===== src/rtl/cdb_arbiter_pkg.sv =====
// ============================================================================
// cdb_arbiter_pkg : shared widths and CDB record types for the CDB arbiter
// Rev 1.0
// ============================================================================
`default_nettype none

package cdb_arbiter_pkg;

    localparam int XLEN          = 32;
    localparam int ROB_TAG_WIDTH = 3;

    typedef struct packed {
        logic [ROB_TAG_WIDTH-1:0] tag;
        logic [XLEN-1:0]          value;
    } cdb_req_t;

    typedef struct packed {
        logic                     valid;
        logic [ROB_TAG_WIDTH-1:0] tag;
        logic [XLEN-1:0]          value;
    } cdb_bus_t;

endpackage

`default_nettype wire


===== src/rtl/cdb_arbiter_rr_arbiter.sv =====
// ============================================================================
// rr_arbiter : combinational round-robin pick, scanning upward from ptr
// Rev 1.0
// ============================================================================
`default_nettype none

module rr_arbiter
    import cdb_arbiter_pkg::*;
#(
    parameter  int NUM_REQ   = 4,
    localparam int SRC_WIDTH = $clog2(NUM_REQ)
) (
    input  logic [NUM_REQ-1:0]   req,
    input  logic [SRC_WIDTH-1:0] ptr,
    output logic [NUM_REQ-1:0]   grant,
    output logic [SRC_WIDTH-1:0] idx,
    output logic                 any
);

    logic [SRC_WIDTH:0]   pos_wide;
    logic [SRC_WIDTH-1:0] pos;

    always_comb begin
        grant    = '0;
        idx      = '0;
        any      = 1'b0;
        pos_wide = '0;
        pos      = '0;
        for (int k = 0; k < NUM_REQ; k++) begin
            // Wrap modulo NUM_REQ, which need not be a power of two
            pos_wide = {1'b0, ptr} + (SRC_WIDTH+1)'(k);
            if (pos_wide >= (SRC_WIDTH+1)'(NUM_REQ)) begin
                pos_wide = pos_wide - (SRC_WIDTH+1)'(NUM_REQ);
            end
            pos = pos_wide[SRC_WIDTH-1:0];
            if (!any && req[pos]) begin
                any        = 1'b1;
                grant[pos] = 1'b1;
                idx        = pos;
            end
        end
    end

endmodule

`default_nettype wire


===== src/rtl/cdb_arbiter.sv =====
// ============================================================================
// cdb_arbiter : one-deep hold slot per FU, round-robin onto a registered CDB
// Rev 1.0
// ============================================================================
`default_nettype none

module cdb_arbiter
    import cdb_arbiter_pkg::*;
#(
    parameter  int NUM_REQ    = 4,
    parameter  int TAG_WIDTH  = ROB_TAG_WIDTH,
    parameter  int DATA_WIDTH = XLEN,
    localparam int SRC_WIDTH  = $clog2(NUM_REQ)
) (
    input  logic                          clk,
    input  logic                          rst,
    input  logic                          stall_i,
    input  logic                          flush_i,
    input  logic [NUM_REQ-1:0]            req_valid_i,
    input  logic [NUM_REQ*TAG_WIDTH-1:0]  req_tag_i,
    input  logic [NUM_REQ*DATA_WIDTH-1:0] req_value_i,
    output logic [NUM_REQ-1:0]            req_ready_o,
    output logic                          cdb_valid_o,
    output logic [TAG_WIDTH-1:0]          cdb_tag_o,
    output logic [DATA_WIDTH-1:0]         cdb_value_o,
    output logic [SRC_WIDTH-1:0]          cdb_src_o,
    output logic                          busy_o
);

    typedef struct packed {
        logic [TAG_WIDTH-1:0]  tag;
        logic [DATA_WIDTH-1:0] value;
    } slot_t;

    typedef struct packed {
        logic                  valid;
        logic [TAG_WIDTH-1:0]  tag;
        logic [DATA_WIDTH-1:0] value;
        logic [SRC_WIDTH-1:0]  src;
    } bus_t;

    logic [NUM_REQ-1:0]   hold_v;
    slot_t                hold [NUM_REQ];
    logic [NUM_REQ-1:0]   grant;
    logic [NUM_REQ-1:0]   load;
    logic [SRC_WIDTH-1:0] rr_ptr;
    logic [SRC_WIDTH-1:0] win_idx;
    logic                 win_any;
    logic                 active;
    bus_t                 bus;

    assign active = !stall_i && !flush_i;

    // A slot being granted this cycle frees up in time to take a new result
    assign req_ready_o = {NUM_REQ{active}} & (~hold_v | grant);
    assign load        = req_valid_i & req_ready_o;

    rr_arbiter #(
        .NUM_REQ (NUM_REQ)
    ) u_rr_arbiter (
        .req   (hold_v),
        .ptr   (rr_ptr),
        .grant (grant),
        .idx   (win_idx),
        .any   (win_any)
    );

    always_ff @(posedge clk or negedge rst) begin
        if (!rst) begin
            hold_v <= '0;
            for (int i = 0; i < NUM_REQ; i++) begin
                hold[i] <= '0;
            end
            bus    <= '0;
            rr_ptr <= '0;
        end else if (flush_i) begin
            hold_v    <= '0;
            bus.valid <= 1'b0;
            rr_ptr    <= '0;
        end else if (!stall_i) begin
            for (int i = 0; i < NUM_REQ; i++) begin
                if (load[i]) begin
                    hold_v[i] <= 1'b1;
                    hold[i]   <= '{tag:   req_tag_i[i*TAG_WIDTH +: TAG_WIDTH],
                                   value: req_value_i[i*DATA_WIDTH +: DATA_WIDTH]};
                end else if (grant[i]) begin
                    hold_v[i] <= 1'b0;
                end
            end
            if (win_any) begin
                bus.valid <= 1'b1;
                bus.tag   <= hold[win_idx].tag;
                bus.value <= hold[win_idx].value;
                bus.src   <= win_idx;
                rr_ptr    <= (win_idx == SRC_WIDTH'(NUM_REQ-1)) ? '0 : win_idx + SRC_WIDTH'(1);
            end else begin
                bus.valid <= 1'b0;
            end
        end
    end

    assign cdb_valid_o = bus.valid;
    assign cdb_tag_o   = bus.tag;
    assign cdb_value_o = bus.value;
    assign cdb_src_o   = bus.src;
    assign busy_o      = (|hold_v) | bus.valid;

endmodule

`default_nettype wire


===== config.mk =====
export PLATFORM = sky130hd
export DESIGN_NAME = cdb_arbiter
export DESIGN_NICKNAME = d
export VERILOG_FILES = /design/src/rtl/cdb_arbiter_pkg.sv /design/src/rtl/cdb_arbiter_rr_arbiter.sv /design/src/rtl/cdb_arbiter.sv
export SDC_FILE = /design/constraint.sdc
export NUM_CORES = 1
export LEC_CHECK = 0
export ABC_AREA = 1
export BUFFER_PORTS_ARGS = -buffer_cell sky130_fd_sc_hd__buf_2
export CAP_MARGIN = 20
export CORE_MARGIN = 4
export CORE_UTILIZATION = 45
export CTS_BUF_LIST = sky130_fd_sc_hd__clkbuf_8
export DETAILED_ROUTE_END_ITERATION = 8
export PLACE_DENSITY = 0.67
export SYNTH_ARGS = -nofsm -noshare
export SYNTH_HDL_FRONTEND = slang
export SYNTH_SLANG_ARGS = --single-unit
export TNS_END_PERCENT = 50

===== constraint.sdc =====
create_clock -name clk -period 6.3 [get_ports clk]
set_input_delay 0.63 -clock clk [delete_from_list [all_inputs] [get_ports clk]]
set_output_delay 0.63 -clock clk [all_outputs]
set_load 0.02 [all_outputs]

==> results summary <==
The setup slack after placement is 2552 ps. Power spread over the standard cell area amounts to 426.7 nW/µm². Counting the buffers created by CTS gives 17. Total power for the finished layout comes to 4.594 mW. The number of DRC markers after the initial detailed-route iteration is 627. The met1 track demand over resource is between 30 and 40%.

The final period utilization is 63.77%. The area share of the largest cell type after synthesis came out at 48.96%. The slowest stage of the critical path is the sky130_fd_sc_hd__dfrtp_1 cell. The detailed-route DRC error count is 0.

The final cell area excluding filler cells came out at 10,770 µm². The number of buffer and inverter instances along the worst setup path came out at 4. The number of setup buffers added after CTS came out at 0. The sequential-to-total area share from yosys stat came out at 48.96%. The final worst slack is 2283 ps.

By area the synthesized netlist is led by sky130_fd_sc_hd__dfrtp_1 49%, sky130_fd_sc_hd__nand2_1 17%, sky130_fd_sc_hd__inv_1 7.7%. The count of yosys warnings during synthesis came out at 0. The buffer depth of the longest clock path came out at 2. The via-per-instance ratio came out at 4.826. The flow ran to the end, and the final reports show no timing, DRC or antenna violations.

The overall die height is about 150 µm. The number of hold buffers added after CTS was 0. The full die area came out at ~23,000 µm². The data arrival time at the worst-slack endpoint is 3390 ps. The max-cap check violation count came out at 0. The leakage power came out at 6.131 nW. The cell area after synthesis came out at 9404 µm².

The number of distinct standard cells referenced by the synthesized netlist came out at 28. The estimated wirelength of the detail-placed design is between 15,000 and 20,000 µm. The total area inside the core boundary comes to 20,360 µm². Of all cell types, the one taking the most synthesized area is sky130_fd_sc_hd__dfrtp_1. The total setup violations reported at the end of the flow is 0. Buffers placed on the I/O ports in this run total 190.

The type of the worst min-delay path is in -> async. The worst hold margin came out at 239.9 ps. The layer with the highest usage after global routing is met1. STA classifies the critical path endpoint as a primary output. The first global-routing pass estimated 41,060 µm of wire. The maximum number of pins on one net before global-route repair is 122. The number of hold-slack violations in the final timing report came out at 0.

The clock latency on the worst-skew pair is 470 ps. The critical path in this run is classified as reg -> out. The via count came out at 7,938.

The maximum achievable frequency came out at between 200 and 250 MHz. After synthesis the netlist holds a flip-flop and latch count of 184. The number of rows created at floorplan is 52. After detailed placement, the total cell area comes to 10,360 µm². The number of nets in the final layout came out at roughly 1,500. The number of antenna violations at the first check in global routing is 0.

The critical path goes through inv_4 > ha_1 > inv_1 > nand3_1 > nand2_2 > nor2_2 > nand2_1 > o21ai_0 > nor2_2 > nand3_2 > nand2_1 > inv_1 > buf_2. The global router's overall resource usage came out at 21.53%. The stage delay of the slowest cell on the critical path is 640 ps.

VDD sags by at most 0.0002231 V. The worst pin sits at a relative slew slack of roughly a third. The worst clock skew on the final layout is 8.425 ps. The worst-margin pin slew is 1001 ps. For this configuration, the core starts out at a cell density of around 46%. The top cell types in the final layout, fill and taps aside, are 419 x sky130_fd_sc_hd__nand2_1, 192 x sky130_fd_sc_hd__inv_1, 189 x sky130_fd_sc_hd__buf_2. TritonCTS built the clock tree. The first-pass detailed-route iteration total is 5. On the critical path the largest part of the delay comes from simple AND/OR/NAND/NOR gates. The final global-route overflow total is 0.

The total I/O pin count came out at 191. The minimum clock period came out at ~4000 ps. The routed design has 25,090 µm of wire.

The clock transition at the register clock pins on the worst setup and hold paths after CTS came out at ~100 ps. Routability-driven placement finished with a final weighted congestion of slightly below 1. Data on the critical path is required at its endpoint by 5670 ps. The number of cells in the design after placement came out at 1,613. After detailed routing, the average wire length per cell comes to 15.25 µm.

The number of resized instances in the post-cts repair step is 0. Setup repair after global routing left no endpoint under its margin. CTS saw 184 sinks. The maximum fanout count along the critical path is 37. The area growth from synthesis to layout is 14.48%. Once layout is complete, the utilization of the core stands at 52.86%. The number of global-route vias before repair was 7,734. The number of standard cells in the final layout excluding fillers came out at ~1,600.

The most common library cell in the layout ignoring fill and taps is sky130_fd_sc_hd__nand2_1. The width of the die is 152.6 µm. The number of pins exceeding their max-slew limit in the final report came out at 0. The synthesized net count is 1,373. The count of inserted antenna diode cells is 0. The level count of the clock H-tree is 4. The met2 global-route usage is between 30 and 40%. The share of cells above drive strength 1 is 19.49%. In this run the remaining antenna-violating nets after routing total 0. Synthesis produced 1,219 cells.

The aggregate negative setup slack is 0 ps. STA classifies the critical path startpoint as a flop. The synthesized area per cell came out at slightly below 8 µm². Global routing used under 10% of the available met3 tracks. The cell at the root of the clock tree is sky130_fd_sc_hd__clkbuf_8.
sequential cells by signal (all words and copies together) (netlist names):
| name | count |
|---|---|
| hold | 140 |
| cdb_value_o | 32 |
| hold_v | 4 |
| cdb_tag_o | 3 |
| cdb_src_o | 2 |
| rr_ptr | 2 |
| cdb_valid_o | 1 |
power breakdown:
| group | switching, mW | internal (mW) |
|---|---|---|
| clock | 0.434 | 0.378 |
| sequential | 0.232 | 1.55 |
| combinational | 1.36 | 0.640 |
| total | 2.03 | 2.57 |
logic make-up (layout without fill, tap and decap cells):
| kind of cell | count (synthesis) | count (layout) | synth area share, % |
|---|---|---|---|
| DFF | 184 | 184 | 48.96 |
| adders and majority gates | 6 | 6 | 0.7983 |
| and+or+nand+nor | 685 | 685 | 33.98 |
| buffers and inverters | 267 | 423 | 11.91 |
| AOI/OAI and AO/OA | 77 | 77 | 4.351 |
cell usage after synthesis (all sizes together):
master,number
nand2,429
inv,197
dfrtp,184
nand3,132
o21ai,76
nand4,73
buf,54
or2,24
clkbuf,16
nor2,16
nand3b,11
ha,6
a31oi,1
final timing paths:
path	slack, ps	end	cells past startpoint	start
max	2280	req_ready_o[1]	13	rr_ptr[0]
min	240	hold[84]	1	rst
max reg2reg	2460	cdb_value_o[2]	12	rr_ptr[0]
min reg2reg	470	hold[102]	2	hold[102]
max in group asynchronous	4670	cdb_value_o[31]	2	rst
min in group clk	380	hold[63]	3	req_value_i[92]
cell type report:
cell class,count,area (µm²)
Sequential cell,184,4604
Timing Repair Buffer,194,989.7
Fill cell,2027,9599
Clock inverter,13,140.1
Tap cell,270,337.8
Inverter,197,747.0
Clock buffer,19,261.5
Multi-Input combinational cell,768,3685
metal layers:
metal	vias up	part of all wire, %
li1	4086	-
met1	3559	51
met2	263	41
met3	30	6.5
met4	0	1.7
met5	-	0
Power figures use the tool's default switching activity.
